**config.mk**
```make
export PLATFORM = sky130hd
export DESIGN_NAME = inst_fetch_axi
export DESIGN_NICKNAME = d
export VERILOG_FILES = /design/src/rtl/inst_fetch_axi.sv
export SDC_FILE = /design/constraint.sdc
export NUM_CORES = 1
export LEC_CHECK = 0
export BUFFER_PORTS_ARGS = -buffer_cell sky130_fd_sc_hd__buf_4
export CORE_MARGIN = 2
export CORE_UTILIZATION = 44
export DETAILED_ROUTE_END_ITERATION = 10
export HOLD_SLACK_MARGIN = 0.12
export PLACE_DENSITY = 0.8
export SYNTH_ARGS = -nofsm -noshare
export SYNTH_HDL_FRONTEND = slang
export SYNTH_SLANG_ARGS = --single-unit
```
**constraint.sdc**
```tcl
create_clock -name clk -period 2.4 [get_ports clk]
set_input_delay 0.12 -clock clk [delete_from_list [all_inputs] [get_ports clk]]
set_output_delay 0.12 -clock clk [all_outputs]
set_load 0.1 [all_outputs]
```
**src/rtl/inst_fetch_axi.sv**
```systemverilog
// Instruction fetch responder: maps the PC, issues one single-beat AXI4 read at a time,
// returns the word to the IF stage and absorbs redirect flushes without abandoning handshakes.
module inst_fetch_axi #(
  parameter logic [3:0] AXI_ID   = 4'd0,
  parameter bit         ADDR_MAP = 1'b1
) (
  input  logic        clk,
  input  logic        reset,
  input  logic        req_valid,
  input  logic [31:0] req_addr,
  input  logic        flush,
  output logic        stall_if,
  output logic        inst_valid,
  output logic [31:0] inst_data,
  output logic [31:0] inst_addr,
  output logic        inst_adel,
  output logic        inst_berr,
  output logic [3:0]  arid,
  output logic [31:0] araddr,
  output logic [7:0]  arlen,
  output logic [2:0]  arsize,
  output logic [1:0]  arburst,
  output logic        arvalid,
  input  logic        arready,
  input  logic [3:0]  rid,
  input  logic [31:0] rdata,
  input  logic [1:0]  rresp,
  input  logic        rlast,
  input  logic        rvalid,
  output logic        rready
);

  typedef enum logic [1:0] {S_IDLE, S_AR, S_R, S_DONE} state_t;

  state_t      state_q, state_d;
  logic        discard_q, discard_d;
  logic        adel_q, adel_d;
  logic        berr_q, berr_d;
  logic        arvalid_q, arvalid_d;
  logic        rready_q, rready_d;
  logic [31:0] araddr_q, araddr_d;
  logic [31:0] inst_addr_q, inst_addr_d;
  logic [31:0] inst_data_q, inst_data_d;
  logic        unused_rid;

  // kseg0/kseg1 both fold onto the low 512 MB of physical space.
  function automatic logic [31:0] map_addr(input logic [31:0] a);
    if (ADDR_MAP && (a[31:30] == 2'b10)) return {3'b000, a[28:0]};
    return a;
  endfunction

  always_comb begin
    state_d     = state_q;
    discard_d   = discard_q;
    adel_d      = adel_q;
    berr_d      = berr_q;
    arvalid_d   = arvalid_q;
    rready_d    = rready_q;
    araddr_d    = araddr_q;
    inst_addr_d = inst_addr_q;
    inst_data_d = inst_data_q;
    case (state_q)
      S_IDLE: begin
        if (req_valid && !flush) begin
          inst_addr_d = req_addr;
          araddr_d    = map_addr(req_addr);
          discard_d   = 1'b0;
          berr_d      = 1'b0;
          if (req_addr[1:0] != 2'b00) begin
            adel_d      = 1'b1;
            inst_data_d = 32'h0;
            state_d     = S_DONE;
          end else begin
            adel_d    = 1'b0;
            arvalid_d = 1'b1;
            state_d   = S_AR;
          end
        end
      end
      S_AR: begin
        if (flush) discard_d = 1'b1;
        if (arready) begin
          arvalid_d = 1'b0;
          rready_d  = 1'b1;
          state_d   = S_R;
        end
      end
      S_R: begin
        if (flush) discard_d = 1'b1;
        if (rvalid && rlast) begin
          rready_d    = 1'b0;
          berr_d      = rresp[1];
          inst_data_d = rresp[1] ? 32'h0 : rdata;
          state_d     = S_DONE;
        end
      end
      S_DONE: begin
        discard_d = 1'b0;
        adel_d    = 1'b0;
        berr_d    = 1'b0;
        state_d   = S_IDLE;
      end
      default: state_d = S_IDLE;
    endcase
  end

  always_ff @(posedge clk) begin
    if (reset) begin
      state_q     <= S_IDLE;
      discard_q   <= 1'b0;
      adel_q      <= 1'b0;
      berr_q      <= 1'b0;
      arvalid_q   <= 1'b0;
      rready_q    <= 1'b0;
      araddr_q    <= 32'h0;
      inst_addr_q <= 32'h0;
      inst_data_q <= 32'h0;
    end else begin
      state_q     <= state_d;
      discard_q   <= discard_d;
      adel_q      <= adel_d;
      berr_q      <= berr_d;
      arvalid_q   <= arvalid_d;
      rready_q    <= rready_d;
      araddr_q    <= araddr_d;
      inst_addr_q <= inst_addr_d;
      inst_data_q <= inst_data_d;
    end
  end

  // A flush arriving in the delivery cycle itself still suppresses the word.
  assign inst_valid = (state_q == S_DONE) && !discard_q && !flush;
  assign inst_adel  = inst_valid && adel_q;
  assign inst_berr  = inst_valid && berr_q;
  assign stall_if   = req_valid && !inst_valid;
  assign inst_data  = inst_data_q;
  assign inst_addr  = inst_addr_q;

  assign arid    = AXI_ID;
  assign araddr  = araddr_q;
  assign arlen   = 8'd0;
  assign arsize  = 3'b010;
  assign arburst = 2'b01;
  assign arvalid = arvalid_q;
  assign rready  = rready_q;

  assign unused_rid = ^rid;

endmodule

```
==> results.md <==
* Status: finished, final reports clean
* Final hold vios at 0
* WL/cell at between 10 and 15 um
* Storage element area at 1480 sq um
* Psw at around 2.3 mW
* Ports at just under 200
* First-pass GRT wire length at 16200 um
* Comb pwr share at a little under half
* Critical path type: flip-flop to flip-flop
* Final worst slack at approximately 0.29 ns
* Clock power share at around a quarter
* Rel. slew slack at about two thirds
* Synth top area share at ~43%
* Later-pin clock latency in the skew report at between 0.3 and 0.4 ns
* TritonCTS Buffers at 9
* Worst-path maximum fanout at 32
* Placed inst area at 4530 sq um
* Grt ovf at 0
* Drt total wl at between 10000 and 15000 um
* Peak supply drop at ~0.55 mV
* Die W at ~90 um
* Synth Area in Simple Gates at ~22%
* Final Cycle Share at between 80% and 90%
* Antenna-violating nets left at 0
* TritonRoute pass-1 iters at 4
* DRC violations left at 0
* Worst path arrival time at 2.30 ns
* Setup-failing EPs final at 0
* PD cells at between 900 and 1000 nW/um^2
* CP required at ~2.6 ns
* Post-placement cell count at around 630
* Adder-cell share of the synthesized area at under 10%
* Synth cell types at 32
* Clock root buffer: clkbuf_8
* Critical Path Start: state_q[0]
* Iteration-0 DRC Markers at between 50 and 60
* H-tree Lvls at 3
* Diodes inserted at 0
* Clk buf depth at 2
* Post-CTS Resized at 0
* Leakage at approximately 2.6 nW
* DP Worst Slack at ~0.30 ns
* Min-delay src: req_valid
* Nets at slightly below 700
* Setup TNS at 0 ns
* Clk_skew at between 0.004 and 0.005 ns
* TritonCTS clock tree: yes
* Die Area at 8580 sq um
* Worst Setup Start Kind: flip-flop
* Core Box Area at around 7700 sq um
* Sequential Power Share at 27.4%
* FF-to-FF Start: state_q[0]
* Die height at 92.6 um
* Xor/xnor share of the synthesized area at 0%
* Most frequent cells in the layout: buf_4 (178), nand2_1 (99), dfxtp_1 (74)
* CP endpoint kind: flip-flop
* FILL cells at roughly 550
* Post-synthesis mux area share at between 10% and 20%
* Post-CTS Setup Bufs at 0
* Max-Cap Viols at 0
* RSZ-0062 raised after global routing: false
* Post-route minimum period at between 2 and 2.5 ns
* Non-Filler Instances at between 700 and 800
* Vias per cell at between 4 and 5
* Internal Dissipation at around 2.9 mW
* Vias at 3341
* Area leader, netlist: dfxtp_1
* Syn_area_per_cell at 8.60 sq um
* Area added between synthesis and finish at 58.6%
* Sequential-to-total area share from yosys stat at between 40% and 50%
* # rows at 32
* Detailed Place HPWL at 6030 um
* Worst hold path class: input port to flip-flop
* Fin area at about 5500 sq um
* Worst-Margin Slew at roughly 0.53 ns
* Post-synthesis register bit count at 74
* Synthesized netlist cell count at 402
* Number of global-route vias before repair at around 3400
* Achievable frequency at between 400 and 500 MHz
* Ranking of synthesized cells by area: dfxtp_1 (43%), nand2_1 (11%), mux2i_1 (10%), buf_4 (10%), nand2b_1 (7.1%)
* Commonest non-fill, non-tap cell in the layout: buf_4
* Reg2Reg Setup Slack at just under 0.3 ns
* Synth Cell Area at 3460 sq um
* GPL Wtd Cong at around 0.77
* Main combinational cell family by area after synthesis: simple AND/OR/NAND/NOR gates
* Slew Limit Fails at 0
* Initial Util at between 40 and 50%
* Synth warn at 0
* Share of layout cells above drive strength 1 at roughly a third
* Clock-pin slew on the worst setup and hold paths at ~0.080 ns
* Initial antenna violation count at 0
* Port-buffer cells at 173
* CTS sink cnt at 74
* Area of the multi-input gates at around 1600 sq um
* Synth Area in Compound Gates at ~7.3%
* Total GRT Usage at between 20% and 30%
* Net Sw Frac at between 40 and 50%
* Total power at 5.27 mW
* Pin count of the biggest net entering global routing at 47
-- final cells by class --
type,count,share of cell area (%)
repair buffers,244,36.4
multi-input cells,270,28.8
flip-flops and latches,74,27.0
clock inverters,5,2.74
clock buffers,10,2.51
well taps,102,2.33
inverters,3,0.205
-- metal layers --
| layer | routed length [um] | vias up | GRT usage [%] | part of all wire, % |
|---|---|---|---|---|
| li1 | - | 1631 | - | - |
| met1 | 3920 | 1554 | 26.3 | 39 |
| met3 | 868 | 17 | 7.16 | 8.6 |
| met2 | 5120 | 139 | 42.8 | 51 |
| met4 | 209 | 0 | 8.95 | 2.1 |
| met5 | 0 | - | 0 | 0 |
-- state kept, by name, summed over array words and instances, names as in the netlist --
signal / flops
berr_q: 1
rready: 1
araddr: 32
state_q: 2
arvalid: 1
adel_q: 1
discard_q: 1
inst_data: 32
inst_addr: 3
-- metrics by stage --
step	hold WS, ns	utilization, %
final	0.210	71.3
after global routing	0.215	71.3
after CTS	0.196	71.3
after detailed placement	0.379	59.0
after global placement	0.369	59.0
after floorplan	0.256	-
-- worst max-delay path, cell delays in order (launching register included) --
cell and delay [ns]:
dfxtp_1 0.41, inv_1 0.12, ha_1 0.35, nor3b_1 0.20
a2111o_2 0.39, buf_4 0.30, mux2i_1 0.19
-- path summary, 6_finish.rpt --
path         cells past startpoint           end
max                              6  inst_data[2]
max reg2reg                      6  inst_data[2]
min reg2reg                      2    araddr[29]
min                              4     discard_q
-- cell usage after synthesis --
library cell	number
a221oi_1	1
nand2b_1	39
a21oi_1	39
buf_4	46
or3_1	1
o21bai_1	1
ha_1	7
clkbuf_1	16
nor3b_2	1
a211oi_1	2
buf_2	5
and3b_1	1
mux2_2	1
conb_1	2
nand3b_1	2
nor2_1	5
or3b_1	1
nand2_1	99
dfxtp_1	74
nor3_1	1
a2111o_1	1
mux2i_1	35
nor2b_1	4
mux2_1	1
nand2b_4	1
nor3b_1	2
and2_1	2
a211o_1	1
nand3_1	4
inv_1	3
buf_6	3
a21boi_1	1
-- kinds of logic (layout without fill, tap and decap cells) --
family / after synthesis / after routing
adders and majority gates: 7 / 7
other: 2 / 17
buffers and inverters: 73 / 262
muxes: 37 / 37
AOI/OAI and AO/OA: 46 / 46
and+or+nand+nor: 163 / 163
DFF: 74 / 74
-- repair_timing --
item	CTS	global route
hold buffers	66	0
hold endpoints to repair	69	0
endpoints found under the setup margin	0	0
-- power groups by stage --
| stage | clock network, mW | logic, mW | registers [mW] |
|---|---|---|---|
| after floorplan | 0 | 1.30 | 2.18 |
| after detailed placement | 0 | 2.35 | 1.47 |
| after global placement | 0 | 2.34 | 1.46 |
| final | 1.37 | 2.45 | 1.44 |
| after CTS | 1.40 | 2.44 | 1.44 |
| after global routing | 1.46 | 2.56 | 1.46 |
(Power assumes the default switching activity.)
